==> src/rtl/microwave_countdown_pkg.sv <==
`default_nettype none
// ============================================================================
// Package  : microwave_pkg
// Purpose  : Shared state encodings and BCD constants for the cook countdown.
// Revision : 1.0
// ============================================================================
package microwave_pkg;

    typedef enum logic [2:0] {
        ST_IDLE  = 3'd0,
        ST_ENTRY = 3'd1,
        ST_RUN   = 3'd2,
        ST_PAUSE = 3'd3,
        ST_DONE  = 3'd4
    } state_t;

    localparam logic [3:0]  c_bcd_digit_max       = 4'd9;
    localparam logic [3:0]  c_sec_tens_wrap       = 4'd5;
    localparam logic [15:0] c_quick_start_default = 16'h0030;

    function automatic logic is_decimal_digit(input logic [3:0] digit);
        return (digit <= c_bcd_digit_max);
    endfunction

endpackage
`default_nettype wire

==> src/rtl/microwave_countdown_bcd_mmss_dec.sv <==
`default_nettype none
// ============================================================================
// Module   : bcd_mmss_dec
// Purpose  : Combinational one-second decrement of a BCD mm:ss value; 00:00 holds.
// Revision : 1.0
// ============================================================================
module bcd_mmss_dec
    import microwave_pkg::*;
(
    input  logic [15:0] i_time_bcd,
    output logic [15:0] o_time_bcd,
    output logic        o_is_zero
);

    logic [3:0] w_min_tens;
    logic [3:0] w_min_ones;
    logic [3:0] w_sec_tens;
    logic [3:0] w_sec_ones;

    assign o_is_zero = (i_time_bcd == 16'h0000);

    // Each digit borrows only when every digit below it is already zero.
    always_comb begin
        w_min_tens = i_time_bcd[15:12];
        w_min_ones = i_time_bcd[11:8];
        w_sec_tens = i_time_bcd[7:4];
        w_sec_ones = i_time_bcd[3:0];
        if (!o_is_zero) begin
            if (i_time_bcd[3:0] != 4'd0) begin
                w_sec_ones = i_time_bcd[3:0] - 4'd1;
            end else begin
                w_sec_ones = c_bcd_digit_max;
                if (i_time_bcd[7:4] != 4'd0) begin
                    w_sec_tens = i_time_bcd[7:4] - 4'd1;
                end else begin
                    w_sec_tens = c_sec_tens_wrap;
                    if (i_time_bcd[11:8] != 4'd0) begin
                        w_min_ones = i_time_bcd[11:8] - 4'd1;
                    end else begin
                        w_min_ones = c_bcd_digit_max;
                        w_min_tens = i_time_bcd[15:12] - 4'd1;
                    end
                end
            end
        end
    end

    assign o_time_bcd = {w_min_tens, w_min_ones, w_sec_tens, w_sec_ones};

endmodule
`default_nettype wire

==> src/rtl/microwave_countdown.sv <==
`default_nettype none
// ============================================================================
// Module   : microwave_countdown
// Purpose  : Keypad-loaded BCD mm:ss cook timer driven by the 1 Hz second clock.
// Revision : 1.0
// ============================================================================
module microwave_countdown
    import microwave_pkg::*;
#(
    parameter logic [15:0] QUICK_START  = c_quick_start_default,
    parameter int          BEEP_SECONDS = 3
) (
    input  logic        sys_clk,
    input  logic        reset,
    input  logic        clk_1s,
    input  logic        key_valid,
    input  logic [3:0]  key_digit,
    input  logic        start,
    input  logic        stop_clear,
    input  logic        door_open,
    output logic [15:0] time_bcd,
    output logic [2:0]  state,
    output logic        heater_on,
    output logic        beep,
    output logic        done
);

    localparam logic [3:0] c_beep_target = 4'(BEEP_SECONDS);

    state_t      r_state;
    state_t      w_next_state;
    logic [15:0] r_time_bcd;
    logic [15:0] w_next_time;
    logic [3:0]  r_beep_cnt;
    logic [3:0]  w_next_beep_cnt;
    logic [3:0]  w_beep_cnt_inc;
    logic        r_beep;
    logic        w_next_beep;
    logic        r_done;
    logic        w_next_done;
    logic        r_clk_1s_d;
    logic        w_tick;
    logic        w_key_ok;
    logic        w_start_ok;
    logic [15:0] w_dec_time;
    logic        w_time_zero;

    assign w_tick         = clk_1s & ~r_clk_1s_d;
    assign w_key_ok       = key_valid & is_decimal_digit(key_digit);
    assign w_start_ok     = start & ~door_open;
    assign w_beep_cnt_inc = r_beep_cnt + 4'd1;

    bcd_mmss_dec u_dec (
        .i_time_bcd (r_time_bcd),
        .o_time_bcd (w_dec_time),
        .o_is_zero  (w_time_zero)
    );

    always_comb begin
        w_next_state    = r_state;
        w_next_time     = r_time_bcd;
        w_next_beep_cnt = r_beep_cnt;
        w_next_beep     = r_beep;
        w_next_done     = 1'b0;
        case (r_state)
            ST_IDLE: begin
                if (stop_clear) begin
                    w_next_time = 16'h0000;
                end else if (w_start_ok) begin
                    w_next_time  = QUICK_START;
                    w_next_state = ST_RUN;
                end else if (w_key_ok) begin
                    w_next_time  = {12'h000, key_digit};
                    w_next_state = ST_ENTRY;
                end
            end
            ST_ENTRY: begin
                if (stop_clear) begin
                    w_next_time  = 16'h0000;
                    w_next_state = ST_IDLE;
                end else if (w_start_ok && !w_time_zero) begin
                    w_next_state = ST_RUN;
                end else if (w_key_ok) begin
                    w_next_time = {r_time_bcd[11:0], key_digit};
                end
            end
            ST_RUN: begin
                // Door and stop pre-empt a coincident tick so time is frozen.
                if (stop_clear || door_open) begin
                    w_next_state = ST_PAUSE;
                end else if (w_tick) begin
                    w_next_time = w_dec_time;
                    if (w_dec_time == 16'h0000) begin
                        w_next_state    = ST_DONE;
                        w_next_done     = 1'b1;
                        w_next_beep     = 1'b1;
                        w_next_beep_cnt = 4'd0;
                    end
                end
            end
            ST_PAUSE: begin
                if (stop_clear) begin
                    w_next_time  = 16'h0000;
                    w_next_state = ST_IDLE;
                end else if (w_start_ok) begin
                    w_next_state = ST_RUN;
                end
            end
            ST_DONE: begin
                w_next_beep = 1'b1;
                if (stop_clear) begin
                    w_next_beep     = 1'b0;
                    w_next_beep_cnt = 4'd0;
                    w_next_state    = ST_IDLE;
                end else if (w_tick) begin
                    if (w_beep_cnt_inc == c_beep_target) begin
                        w_next_beep     = 1'b0;
                        w_next_beep_cnt = 4'd0;
                        w_next_state    = ST_IDLE;
                    end else begin
                        w_next_beep_cnt = w_beep_cnt_inc;
                    end
                end
            end
            default: begin
                w_next_state    = ST_IDLE;
                w_next_beep     = 1'b0;
                w_next_beep_cnt = 4'd0;
            end
        endcase
    end

    always_ff @(posedge sys_clk or posedge reset) begin
        if (reset) begin
            r_state    <= ST_IDLE;
            r_time_bcd <= 16'h0000;
            r_beep_cnt <= 4'd0;
            r_beep     <= 1'b0;
            r_done     <= 1'b0;
            r_clk_1s_d <= 1'b0;
        end else begin
            r_state    <= w_next_state;
            r_time_bcd <= w_next_time;
            r_beep_cnt <= w_next_beep_cnt;
            r_beep     <= w_next_beep;
            r_done     <= w_next_done;
            r_clk_1s_d <= clk_1s;
        end
    end

    assign time_bcd  = r_time_bcd;
    assign state     = r_state;
    assign heater_on = (r_state == ST_RUN);
    assign beep      = r_beep;
    assign done      = r_done;

endmodule
`default_nettype wire

==> config.mk <==
export PLATFORM = sky130hd
export DESIGN_NAME = microwave_countdown
export DESIGN_NICKNAME = d
export VERILOG_FILES = /design/src/rtl/microwave_countdown_pkg.sv /design/src/rtl/microwave_countdown_bcd_mmss_dec.sv /design/src/rtl/microwave_countdown.sv
export SDC_FILE = /design/constraint.sdc
export NUM_CORES = 1
export LEC_CHECK = 0
export ABC_AREA = 1
export CAP_MARGIN = 20
export CORE_AREA = 2 2 72 67
export DETAILED_ROUTE_END_ITERATION = 10
export DIE_AREA = 0 0 74 69
export GPL_TIMING_DRIVEN = 0
export PLACE_DENSITY = 0.86
export SYNTH_ARGS = -nofsm -noshare
export SYNTH_HDL_FRONTEND = slang
export SYNTH_SLANG_ARGS = --single-unit
==> constraint.sdc <==
create_clock -name sys_clk -period 1.9 [get_ports sys_clk]
set_input_delay 0.38 -clock sys_clk [delete_from_list [all_inputs] [get_ports sys_clk]]
set_output_delay 0.38 -clock sys_clk [all_outputs]
set_load 0.1 [all_outputs]
# ---- Word-level counts from Yosys, hierarchy flattened
# Cells that the tools add are included.
dict set report op_classes {
  addsub 5
  multipliers 0
  div_mod_pow 0
  n_lt_le_gt_ge 1
  n_eq_ne 20
  n_shift 0
  mux 55
  n_bitwise 6
  n_reduce_logical 15
}
# cell n
set ops {}
lappend ops {{$mux 16} 9}
lappend ops {{$mux 4} 19}
lappend ops {{$pmux 16 s4} 1}
lappend ops {{$mux 3} 13}
lappend ops {{$logic_not 16->1} 2}
lappend ops {{$ne 3x3->1 const B} 7}
lappend ops {{$reduce_bool 4->1} 4}
lappend ops {{$sub 4x1->4 const B} 4}
lappend ops {{$pmux 3 s5} 1}
lappend ops {{$pmux 4 s3} 1}
lappend ops {{$mux 1} 10}
lappend ops {{$reduce_and 8->1} 1}
lappend ops {{$reduce_and 7->1} 1}
lappend ops {{$eq 3x2->1 const B} 2}
lappend ops {{$ne 2x2->1 const B} 3}
lappend ops {{$ne 3x1->1 const B} 2}
lappend ops {{$reduce_and 5->1} 1}
lappend ops {{$add 4x1->4 const B} 1}
lappend ops {{$eq 4x2->1 const B} 1}
lappend ops {{$le 4x4->1 const B} 1}
lappend ops {{$ne 2x1->1 const B} 2}
lappend ops {{$ne 4x4->1 const B} 1}
lappend ops {{$reduce_and 4->1} 1}
lappend ops {{$and 1x1->1} 3}
lappend ops {{9 further kinds} 11}
dict set report totals {
  regBits 26
  latchBits 0
  ram_bits 0
  rom_bits 0
  input_bits 11
  out_inout_bits 22
  elab_cells 108
  mem_count 0
}

# ---- Longest topological paths before layout
# Gate-level depths: netlist of the first run.
dict set report logic_depth {
  depth_word 10
  mapped_depth 16
  depth_no_buf 16
}

# ---- By module
# Synthesis of the first run repeated with hierarchy kept, for this count alone.
dict set report unflattened {
  hier_cells 312
  hier_area_um2 2228.4
}
# module n_inst cells_each area_each_um2 seq_area_each_um2
set by_module_without_submodules {}
lappend by_module_without_submodules {microwave_countdown 1 219 1707.9 650.6}
lappend by_module_without_submodules {bcd_mmss_dec 1 93 520.5 0.0}

# ---- Worst setup path before layout of the first run
# Ideal clock, no wire load.
dict set report synth_path {
  path_type {flip-flop to flip-flop}
  start {reg r_time_bcd[12], in the netlist time_bcd[12]}
  end {reg r_beep, in the netlist beep}
  setup_ns 0.122
  t_arrival_ns 2.557
  required_ns 1.778
  path_slack_ns -0.780
  stages_incl_launch_ff 17
  n_path_buf 0
  synth_period_minus_slack_ns 2.680
  path_cell_list {dfrtp_1 > inv_1 > ha_1 > nand3_1 > inv_1 > nand2_1 > nand2_2 > nand2_1 > nand3_1 > nor2_1 > nand3_1 > nor2_1 > nand2_1 > nand2_4 > nand2_2 > nand2_1 > o21ai_2}
}
dict set report synth_between {
  elab_chain_cells 8
  word_cells_on_any_way 12
  classes_between {add/sub (1); eq/ne (1); mux (7); reduce/logical (3)}
}
# element line_no
set synth_lines {}
lappend synth_lines {{start, declared} microwave_countdown.sv:32} ;# logic [15:0] r_time_bcd;
lappend synth_lines {{start signal, assigned} microwave_countdown.sv:143} ;# r_time_bcd <= w_next_time;
lappend synth_lines {{$sub 4x1->4} microwave_countdown_bcd_mmss_dec.sv:41} ;# w_min_tens = i_time_bcd[15:12] - 4'd1;
lappend synth_lines {{$mux 4} microwave_countdown_bcd_mmss_dec.sv:37} ;# if (i_time_bcd[11:8] != 4'd0) begin
lappend synth_lines {{$mux 4} microwave_countdown_bcd_mmss_dec.sv:33} ;# if (i_time_bcd[7:4] != 4'd0) begin
lappend synth_lines {{$mux 4} microwave_countdown_bcd_mmss_dec.sv:29} ;# if (i_time_bcd[3:0] != 4'd0) begin
lappend synth_lines {{$mux 4} microwave_countdown_bcd_mmss_dec.sv:28} ;# if (!o_is_zero) begin
lappend synth_lines {{$logic_not 16->1 (*)} microwave_countdown.sv:93} ;# if (w_dec_time == 16'h0000) begin
lappend synth_lines {{$ne 2x1->1 (no line) (*)} -}
lappend synth_lines {{$reduce_and 4->1 (no line) (*)} -}
lappend synth_lines {{end signal, assigned} microwave_countdown.sv:145} ;# r_beep <= w_next_beep;
lappend synth_lines {{end, declared} microwave_countdown.sv:37} ;# logic r_beep;
# Every way passes the cells marked *; elsewhere a longest branch is shown, timed or not.
# A chain may end at the register's enable or synchronous reset.

# ---- Final worst setup path of the first run
dict set report layout_path {
  start {reg r_time_bcd[0], in the netlist time_bcd[0]}
  end {reg r_beep_cnt[3]}
}
dict set report layout_between {
  elab_chain_cells 6
  word_cells_on_any_way 14
  classes_between {add/sub (1); eq/ne (1); mux (8); reduce/logical (4)}
}
# element line_no
set layout_lines {}
lappend layout_lines {{$sub 4x1->4 or $reduce_bool 4->1 (tied branches)} {microwave_countdown_bcd_mmss_dec.sv:30, microwave_countdown_bcd_mmss_dec.sv:29}}
lappend layout_lines {{$mux 4} microwave_countdown_bcd_mmss_dec.sv:29}
lappend layout_lines {{$mux 4} microwave_countdown_bcd_mmss_dec.sv:28}
lappend layout_lines {{$logic_not 16->1 (*)} microwave_countdown.sv:93}
lappend layout_lines {{$ne 2x1->1 (no line) (*)} -}
lappend layout_lines {{$reduce_and 5->1 (no line) (*)} -}
lappend layout_lines {{end signal, assigned} microwave_countdown.sv:144} ;# r_beep_cnt <= w_next_beep_cnt;
lappend layout_lines {{end, declared} microwave_countdown.sv:34} ;# logic [3:0] r_beep_cnt;
# Marks and branches as above.

==> metrics.md, run 1 <==
| Metric | Value |
|---|---|
| Run status | `complete, but fails checks` |
| Failing checks | `negative setup slack` |
| Clk buf depth | `2` |
| FF-to-FF path depth | `15` |
| Worst path most repeated cell | `nand2_2` |
| FF-to-FF End | `r_beep_cnt[3]$_DFFE_PP0P_` |
| Clock Sink Count | `26` |
| Worst relative slew slack | `37.2%` |
| GRT Total Usage | `approximately a quarter` |
| RSZ-0062 raised after global routing | `yes` |
| Number of detailed-route iterations in the first pass | `5` |
| Worst-Skew Late Latency | `0.28 ns` |
| Pwr/cell area | `1950 nW/µm²` |
| Core area | `between 4000 and 5000 µm²` |
| Area Growth Syn to Fin | `51.7%` |
| Synth Area per Inst | `7.04 µm²` |
| Cell Area, Synth | `2050 µm²` |
| Hold slack final | `0.410 ns` |
| Min Tclk post-route | `2.22 ns` |
| Worst Skew | `0.00627 ns` |
| # rows | `23` |
| Chip width | `74 µm` |
| Die height | `69 µm` |
| Arr. time, crit path | `2.39 ns` |
| DRC | `0` |
| RR Startpoint | `time_bcd[0]$_DFFE_PP0P_` |
| Hold Vio Cnt, Final | `0` |
| Synth warn | `0` |
| PortBufs | `32` |
| Ordered list of cells on the worst path | `nor2_4, buf_4, inv_1, o21ai_2, nand2_2, nand2_4, inv_2, nor2_1, nand3_1, nor2_1, nand2_2, nand2_4, nand3_4, nand2_2, nand2_2` |
| Setup TNS | `-3.27 ns` |
| Largest cells by area after synthesis | `dfrtp_1 (32%), nand2_1 (13%), nor2_1 (7.0%), inv_1 (5.7%), o21ai_2 (5.6%)` |
| Primary FF master, synth | `dfrtp_1` |
| First-pass GRT wire length | `between 10 and 15 mm` |
| GPL Wtd Cong | `0.947` |
| Fmax | `between 400 and 500 MHz` |
| Worst Path Required | `2.08 ns` |
| GRT Residual Overflow | `0` |
| Kind of cell adding the most delay to the critical path | `simple AND/OR/NAND/NOR gates` |
| Post-Route WL | `6.32 mm` |
| Slowest CP cell | `dfrtp_4` |
| Reg clk slew, reported paths | `0.10 ns` |
| Synth Register Bits | `26` |
| Area fraction of the dominant cell type after synthesis | `31.8%` |
| Critical path buffers and inverters | `3` |
| Leakage | `approximately 1.4 nW` |
| Critical Path End Type | `register` |
| FFs w/ async S/R, synth | `100%` |
| R2R Setup Slk | `-0.32 ns` |
| DR vias | `between 2000 and 2500` |
| Multi-input gate area | `around 1400 µm²` |
| Seq/Total Area, Yosys | `a little under a third` |
| Final setup fails | `25` |
| H-tree Lvls | `1` |
| ANT nets after route | `0` |
| Max Cap Viol | `0` |
| Class of the worst hold path | `in -> async` |
| HPWL Detailed | `4.13 mm` |
| Worst-path fanout max | `6` |
| Period utilisation layout | `117%` |
| CTS tree | `built` |
| Post-DR wirelength/cell | `between 15 and 20 µm` |
| Root buf cell | `clkbuf_8` |
| Initial DRC count | `212` |
| Largest net degree at the start of global routing | `27` |
| Syn_nets | `about 300` |
| Kind of critical path | `reg -> reg` |
| Initial antenna violation count | `0` |
| Initial Utilization | `47.1%` |
| Area leader, netlist | `dfrtp_1` |
| Total CTS buffers | `3` |
| Crit start category | `register` |
| Worst path max stage delay | `0.52 ns` |
| Worst Setup SP | `time_bcd[0]$_DFFE_PP0P_` |
| Final nets | `around 370` |
| DR vias/cell | `5.59` |
| Crit path depth | `15` |
| Vias in the first global route | `2170` |
| Synth Instances | `291` |
| Worst setup margin | `-0.316 ns` |
| Synth cell types | `35` |
| Slew Viols, Final | `0` |
| Measured slew at the worst slew-check pin | `approximately 0.95 ns` |
| Register area | `roughly 710 µm²` |
| Fill count | `331` |
| Die area | `~5100 µm²` |
| Peak supply drop | `around 0.0013 V` |
| I/O pin count | `33` |
| Layout cells sized above 1 | `45.8%` |
| Antenna Cells | `0` |
| CP Capture Point | `r_beep_cnt[3]$_DFFE_PP0P_` |
| Post-synth EDFFs | `0` |
## stage by stage
| step | util [%] | cell area (µm²) | setup slack [ns] | std cells | total power, mW |
|---|---|---|---|---|---|
| global placement | 59.8 | 2600 | -0.634 | 385 | 4.46 |
| global route | 71.5 | 3110 | -0.441 | 418 | 6.38 |
| finish | 71.5 | 3110 | -0.316 | 418 | 6.05 |
| CTS | 67.5 | 2930 | -0.171 | 404 | 5.72 |
| detailed placement | 59.8 | 2600 | -0.664 | 385 | 4.52 |
| floorplan | - | 2200 | -0.134 | 291 | 3.79 |
## what timing repair did
| item | in CTS | in global routing |
|---|---|---|
| hold buffers | 0 | 0 |
| resized for setup | 88 | 41 |
| setup endpoints to repair | 44 | 29 |
| buffers inserted | 13 | 16 |
| cloned | 2 | 0 |
| pin swaps | 15 | 16 |
## layout make-up
| cell class | instances | area share, % |
|---|---|---|
| Tap cell | 62 | 2.50 |
| Multi-Input combinational cell | 223 | 46.5 |
| Clock buffer | 3 | 1.33 |
| Inverter | 39 | 5.28 |
| Buffer | 2 | 0.846 |
| Timing Repair Buffer | 62 | 19.8 |
| Sequential cell | 26 | 22.8 |
| Clock inverter | 1 | 0.967 |
## cell usage after synthesis (5+ instances only)
cell / count
a21oi_1: 5
dfrtp_1: 26
inv_1: 31
inv_2: 5
nand2_1: 70
nand2_2: 6
nand3_1: 20
nand4_1: 6
nor2_1: 38
nor2_2: 5
nor3_1: 5
o21ai_0: 20
o21ai_2: 13
o22ai_1: 7
## metal layers
| metal | part of all wire, % | GRT usage [%] | wire length (µm) |
|---|---|---|---|
| met3 | 6.1 | 3.36 | 385 |
| met2 | 49 | 42.1 | 3100 |
| met5 | 0 | 0 | 0 |
| met1 | 42 | 33.6 | 2650 |
| met4 | 3.0 | 6.26 | 188 |
## sequential cells by signal, indices dropped and copies added (netlist names)
signal and flops:
beep 1, done 1, r_beep_cnt 4, r_clk_1s_d 1, state 3, time_bcd 16
## placed cells by master (no fill, tap or decap), types with 5 or more instances in the layout
| cell type | instances |
|---|---|
| buf_4 | 23 |
| buf_6 | 5 |
| clkdlybuf4s15_2 | 17 |
| clkdlybuf4s50_1 | 10 |
| dfrtp_1 | 7 |
| dfrtp_2 | 6 |
| dfrtp_4 | 13 |
| inv_1 | 27 |
| inv_2 | 6 |
| nand2_1 | 49 |
| nand2_2 | 17 |
| nand2_4 | 13 |
| nand3_1 | 17 |
| nand4_1 | 6 |
| nor2_1 | 30 |
| nor2_2 | 7 |
| nor2_4 | 8 |
| nor3_1 | 5 |
| o21ai_0 | 12 |
| o21ai_1 | 7 |
| o21ai_2 | 16 |
| o22ai_1 | 7 |
## worst reg2reg max path, cell delays in order (launching register included)
cell and delay [ns]:
dfrtp_4 0.52, nor2_4 0.16, buf_4 0.14, inv_1 0.07, o21ai_2 0.15, nand2_2 0.10
nand2_4 0.09, inv_2 0.03, nor2_1 0.11, nand3_1 0.12, nor2_1 0.15, nand2_2 0.11
nand2_4 0.13, nand3_4 0.11, nand2_2 0.10, nand2_2 0.04
## where the power goes
group / internal, mW / total [mW] / switching (mW)
logic: 1.58 / 4.64 / 3.06
clock network: 0.282 / 0.474 / 0.192
registers: 0.744 / 0.930 / 0.186
## worst min-delay path by stage
stage | end | slack, ns | depth (start not counted) | startpoint
2_1_floorplan | r_clk_1s_d$_DFF_PP0_ | 0.41 | 0 | clk_1s
3_3_place_gp | r_beep_cnt[3]$_DFFE_PP0P_ | 0.48 | 2 | r_beep_cnt[3]$_DFFE_PP0P_
3_5_place_dp | beep$_DFFE_PP0P_ | 0.48 | 2 | beep$_DFFE_PP0P_
4_1_cts | r_beep_cnt[3]$_DFFE_PP0P_ | 0.51 | 2 | r_beep_cnt[3]$_DFFE_PP0P_
5_1_grt | r_clk_1s_d$_DFF_PP0_ | 0.46 | 2 | reset
6_report | time_bcd[3]$_DFFE_PP0P_ | 0.41 | 2 | reset
## logic make-up after synthesis
logic type | after synthesis | synth area share [%]
AO/OA/AOI/OAI | 56 | 17.6
XOR/XNOR | 2 | 0.855
adder cells (fa/ha/maj) | 4 | 2.44
buffers and inverters | 42 | 8.67
flip-flops | 26 | 31.8
AND/OR/NAND/NOR | 161 | 38.7
(Power assumes the default switching activity.)
==> inputs of run 2 (changes only) <==
--- a/config.mk
+++ b/config.mk
@@ -12,6 +12,7 @@
 export DIE_AREA = 0 0 74 69
 export GPL_TIMING_DRIVEN = 0
 export PLACE_DENSITY = 0.86
+export SLEW_MARGIN = 20
 export SYNTH_ARGS = -nofsm -noshare
 export SYNTH_HDL_FRONTEND = slang
 export SYNTH_SLANG_ARGS = --single-unit
==> metrics.md, run 2 (same netlist as run 1, synthesis figures left out) <==
| Metric | Value |
|---|---|
| P_int | `2.61 mW` |
| Final Instance Area | `3110 µm²` |
| GRT Residual Overflow | `0` |
| Placed Area | `2600 µm²` |
| Initial Utilization | `47.1%` |
| Post-DR wirelength/cell | `15.1 µm` |
| Worst-Skew Late Latency | `0.28 ns` |
| Total CTS buffers | `3` |
| Max Cap Viol | `0` |
| Initial antenna violation count | `0` |
| Place WS | `-0.664 ns` |
| Max reg flops | `16` |
| Antenna Cells | `0` |
| Metal2 WL | `3.09 mm` |
| Commonest non-fill, non-tap cell in the layout | `nand2_1` |
| M1 WL | `2.66 mm` |
| Vias in the first global route | `about 2200` |
| Switch Pwr | `about 3.4 mW` |
| Final nets | `372` |
| Worst Skew | `0.00619 ns` |
| Run status | `complete, but fails checks` |
| Worst path max stage delay | `0.52 ns` |
| Met3 WL | `around 380 µm` |
| Reg clk slew, reported paths | `0.10 ns` |
| Part of the power in registers | `15.4%` |
| Clk buf depth | `2` |
| FF-to-FF End | `r_beep_cnt[3]$_DFFE_PP0P_` |
| Number of detailed-route iterations in the first pass | `5` |
| Largest net degree at the start of global routing | `27` |
| H-tree Lvls | `1` |
| RSZ-0062 raised after global routing | `yes` |
| Crit start category | `register` |
| Slew Viols, Final | `0` |
| DR vias | `2332` |
| Slowest CP cell | `dfrtp_4` |
| DR vias/cell | `5.58` |
| Arr. time, crit path | `2.40 ns` |
| Max layer used | `met4` |
| FF-to-FF path depth | `15` |
| # hold bufs at CTS | `0` |
| Final setup fails | `25` |
| Die area | `5110 µm²` |
| Most frequent cells in the layout | `nand2_1 (49), nor2_1 (30), inv_1 (26)` |
| Worst path most repeated cell | `nand2_2` |
| Post-Route WL | `between 6 and 7 mm` |
| Initial DRC count | `212` |
| Fmax | `450 MHz` |
| Overall Power | `around 6.1 mW` |
| Peak supply drop | `0.00131 V` |
| R2R Setup Slk | `-0.32 ns` |
| Ordered list of cells on the worst path | `nor2_4, buf_4, inv_1, o21ai_2, nand2_2, nand2_4, inv_2, nor2_1, nand3_1, nor2_1, nand2_2, nand2_4, nand3_4, nand2_2, nand2_2` |
| Clock Sink Count | `26` |
| Net Sw Frac | `56.9%` |
| GPL Wtd Cong | `between 0.9 and 1` |
| Layout cells sized above 1 | `45.8%` |
| Min Tclk post-route | `between 2 and 2.5 ns` |
| Failing checks | `negative setup slack` |
| Fraction of power consumed by the clock network | `7.8%` |
| Logic pwr share | `76.8%` |
| Measured slew at the worst slew-check pin | `0.946 ns` |
| Worst relative slew slack | `between 30 and 40%` |
| Kind of critical path | `reg -> reg` |
| CTS tree | `built` |
| Worst Path Required | `2.08 ns` |
| ANT nets after route | `0` |
| Chip width | `74 µm` |
| Period utilisation layout | `117%` |
| I/O pin count | `33` |
| Hold Vio Cnt, Final | `0` |
| Root buf cell | `clkbuf_8` |
| Worst setup margin | `-0.325 ns` |
| Leakage | `between 1 and 1.5 nW` |
| # rows | `23` |
| Core area | `4350 µm²` |
| Area Growth Syn to Fin | `51.7%` |
| DRC | `0` |
| Critical Path End Type | `register` |
| HPWL Detailed | `4.13 mm` |
| Pwr/cell area | `1950 nW/µm²` |
| PortBufs | `32` |
| Class of the worst hold path | `in -> async` |
| RR Startpoint | `time_bcd[0]$_DFFE_PP0P_` |
| GRT Total Usage | `roughly a quarter` |
| Worst-path fanout max | `6` |
| Die height | `69 µm` |
| First-pass GRT wire length | `10.2 mm` |
[run 2: cell count changes in the layout (fill, tap and decap cells not counted), sizes merged]
cell	delta
inv	-1
clkinv	+1
[run 2: critical path, delay by kind of cell, from the launching register on]
| kind | cells | cell delay [ns] |
|---|---|---|
| buf+inv | 3 | 0.24 |
| simple gates | 11 | 1.22 |
| flops | 1 | 0.52 |
| compound gates | 1 | 0.15 |
[run 2: what timing repair did]
action	CTS	global route
pin swaps	15	16
cloned	2	0
buffers inserted	13	16
gates resized for setup	88	41
endpoints found under the setup margin	44	29
[run 2: worst max-delay path by stage]
stage | to | slack (ns) | startpoint | cells after the start
3_5_place_dp | heater_on | -0.66 | state[1]$_DFFE_PP0P_ | 6
6_report | r_beep_cnt[3]$_DFFE_PP0P_ | -0.32 | time_bcd[0]$_DFFE_PP0P_ | 15
5_1_grt | r_beep_cnt[2]$_DFFE_PP0P_ | -0.44 | time_bcd[0]$_DFFE_PP0P_ | 15
4_1_cts | r_beep_cnt[3]$_DFFE_PP0P_ | -0.17 | time_bcd[1]$_DFFE_PP0P_ | 12
2_1_floorplan | beep$_DFFE_PP0P_ | -0.13 | time_bcd[13]$_DFFE_PP0P_ | 15
3_3_place_gp | heater_on | -0.63 | state[1]$_DFFE_PP0P_ | 6
[run 2: per-stage QoR]
step | TNS [ns] | std cells | util, % | hold slack (ns)
global route | -5.86 | 418 | 71.5 | 0.388
CTS | -2.69 | 404 | 67.5 | 0.513
detailed placement | -7.52 | 385 | 59.8 | 0.484
global placement | -7.22 | 385 | 59.8 | 0.475
floorplan | -1.94 | 291 | - | 0.411
finish | -3.36 | 418 | 71.5 | 0.350
[run 2: area by class of cell]
class | count | area [µm²]
plain buffers | 2 | 26.3
clock buffers | 3 | 41.3
clock inverters | 1 | 30.0
fillers | 331 | 1240
inverters | 39 | 164
multi-input cells | 223 | 1450
flip-flops and latches | 26 | 707
well taps | 62 | 77.6
repair buffers | 62 | 616
[run 2: layer usage]
metal	track usage (%)	vias to the layer above
met5	0	-
met4	6.26	0
met3	3.36	24
met2	42.1	107
met1	33.6	1107
li1	-	1094
[run 2: power by group through the flow]
stage          logic (mW)  registers (mW)  clock network (mW)
3_3_place_gp         3.53           0.931                   0
6_report             4.65           0.930               0.474
3_5_place_dp         3.59           0.938                   0
5_1_grt              4.93           0.950               0.505
4_1_cts              4.32           0.929               0.475
2_1_floorplan        1.98            1.81                   0
==> inputs of run 3 (changes only) <==
--- a/config.mk
+++ b/config.mk
@@ -6,10 +6,9 @@
 export NUM_CORES = 1
 export LEC_CHECK = 0
 export ABC_AREA = 1
-export CAP_MARGIN = 20
-export CORE_AREA = 2 2 72 67
+export CORE_AREA = 5 5 75 70
 export DETAILED_ROUTE_END_ITERATION = 10
-export DIE_AREA = 0 0 74 69
+export DIE_AREA = 0 0 80 75
 export GPL_TIMING_DRIVEN = 0
 export PLACE_DENSITY = 0.86
 export SLEW_MARGIN = 20
==> metrics.md, run 3 (same netlist as run 1, synthesis figures left out) <==
| Metric | Value |
|---|---|
| DR vias | `2395` |
| Kind of critical path | `reg -> reg` |
| Chip width | `80 µm` |
| # hold bufs at CTS | `0` |
| Root buf cell | `clkbuf_8` |
| Failing checks | `negative setup slack` |
| R2R Setup Slk | `-0.28 ns` |
| ANT nets after route | `0` |
| FF-to-FF path depth | `14` |
| Die area | `about 6000 µm²` |
| DRC | `0` |
| FF-to-FF End | `r_beep_cnt[0]$_DFFE_PP0P_` |
| Antenna Cells | `0` |
| CP Capture Point | `r_beep_cnt[0]$_DFFE_PP0P_` |
| RSZ-0062 raised after global routing | `yes` |
| Vias in the first global route | `2228` |
| Worst setup margin | `-0.276 ns` |
| Hold slack final | `0.487 ns` |
| Initial DRC count | `250` |
| Place WS | `-0.641 ns` |
| CTS tree | `built` |
| Number of detailed-route iterations in the first pass | `5` |
| Commonest non-fill, non-tap cell in the layout | `nand2_1` |
| Most frequent cells in the layout | `nand2_1 (51), nor2_1 (29), inv_1 (26)` |
| DR vias/cell | `5.76` |
| Critical Path End Type | `register` |
| Crit start category | `register` |
| GRT Residual Overflow | `0` |
| Slew Viols, Final | `0` |
| Period utilisation layout | `115%` |
| Setup TNS | `-4.72 ns` |
| Worst relative slew slack | `between 30% and 40%` |
| Run status | `complete, but fails checks` |
| Initial Utilization | `46.8%` |
| Slowest CP cell | `dfrtp_4` |
| Max reg flops | `16` |
| Worst Setup SP | `time_bcd[5]$_DFFE_PP0P_` |
| Worst Skew | `0.00184 ns` |
| Initial antenna violation count | `0` |
| Max Cap Viol | `0` |
| Final nets | `370` |
| Measured slew at the worst slew-check pin | `around 0.95 ns` |
| Peak supply drop | `around 0.0015 V` |
| HPWL Detailed | `4.00 mm` |
| Arr. time, crit path | `between 2 and 2.5 ns` |
| Worst Path Required | `2.08 ns` |
| H-tree Lvls | `1` |
| Fmax | `459 MHz` |
| Class of the worst hold path | `in -> async` |
| Post-DR wirelength/cell | `16.2 µm` |
| Clk buf depth | `2` |
| PortBufs | `32` |
| Worst-Skew Late Latency | `0.28 ns` |
| Core area | `4370 µm²` |
| Largest net degree at the start of global routing | `27` |
| Area Growth Syn to Fin | `52.6%` |
| Worst path max stage delay | `0.51 ns` |
| I/O pin count | `33` |
| RR Startpoint | `time_bcd[5]$_DFFE_PP0P_` |
| Ordered list of cells on the worst path | `nor2_4, nand2_4, nor2_8, nand2_4, nand2_2, nand3_1, nor2_2, nand3_1, nor2_1, nand2_2, nand2_4, nand3_4, nand2_2, nand2_1` |
| GPL Wtd Cong | `0.928` |
| Min Tclk post-route | `about 2.2 ns` |
| First-pass GRT wire length | `10.5 mm` |
| Total CTS buffers | `3` |
| Pwr/cell area | `1980 nW/µm²` |
| Layout cells sized above 1 | `44.9%` |
| Leakage | `1.42 nW` |
| # rows | `23` |
| Post-Route WL | `~6.8 mm` |
| Hold Vio Cnt, Final | `0` |
| Die height | `75 µm` |
| Clock Sink Count | `26` |
| Fill count | `approximately 320` |
| Worst-path fanout max | `7` |
| Final setup fails | `25` |
| GRT Total Usage | `22.3%` |
| Reg clk slew, reported paths | `around 0.1 ns` |
==> run 3: worst min-delay path by stage <==
stage                                    from                        end  slack, ns
floorplan                              clk_1s       r_clk_1s_d$_DFF_PP0_       0.41
global placement    r_beep_cnt[3]$_DFFE_PP0P_  r_beep_cnt[3]$_DFFE_PP0P_       0.47
detailed placement  r_beep_cnt[3]$_DFFE_PP0P_  r_beep_cnt[3]$_DFFE_PP0P_       0.49
CTS                 r_beep_cnt[3]$_DFFE_PP0P_  r_beep_cnt[3]$_DFFE_PP0P_       0.51
global route                            reset   time_bcd[15]$_DFFE_PP0P_       0.55
finish                                  reset  r_beep_cnt[2]$_DFFE_PP0P_       0.49
==> run 3: metrics by stage <==
stage	area, µm²	instances	util [%]	power (mW)
4_1_cts	2970	407	68.0	5.63
3_5_place_dp	2600	385	59.4	4.51
6_report	3130	416	71.5	6.18
3_3_place_gp	2600	385	59.4	4.46
2_1_floorplan	2200	291	-	3.79
5_1_grt	3130	416	71.5	6.46
==> run 3: timing repair <==
item,4_1_cts,5_1_grt
endpoints found under the setup margin,45,31
cloned,2,0
gates resized for setup,94,45
pin swaps,12,9
setup buffers,16,13
==> run 3: where the power goes <==
part	internal, mW	total (mW)	switching (mW)	leakage, nW
Clock	0.186	0.381	0.195	0.0288
Sequential	0.744	0.926	0.182	0.319
Combinational	1.68	4.87	3.19	1.07
==> run 3: layout make-up <==
type	instances	area (µm²)	share of cell area, %
multi-input combinational	223	1480	47.4
sequential	26	707	22.6
timing repair buffer	59	592	18.9
inverter	39	165	5.28
tap	62	77.6	2.48
clock buffer	4	55.1	1.76
buffer	3	46.3	1.48
==> run 3: critical path, delay by kind of cell, from the launching register on <==
family / cells / cell delay (ns)
and+or+nand+nor: 14 / 1.56
DFF: 1 / 0.51
==> run 3: metal layers <==
metal  vias up  global-route usage (%)  wire length [µm]
li1       1093                       -                 -
met1      1128                    27.5              2690
met2       142                    39.4              3290
met3        32                    3.35               512
met4         0                    8.82               267
met5         -                       0                 0
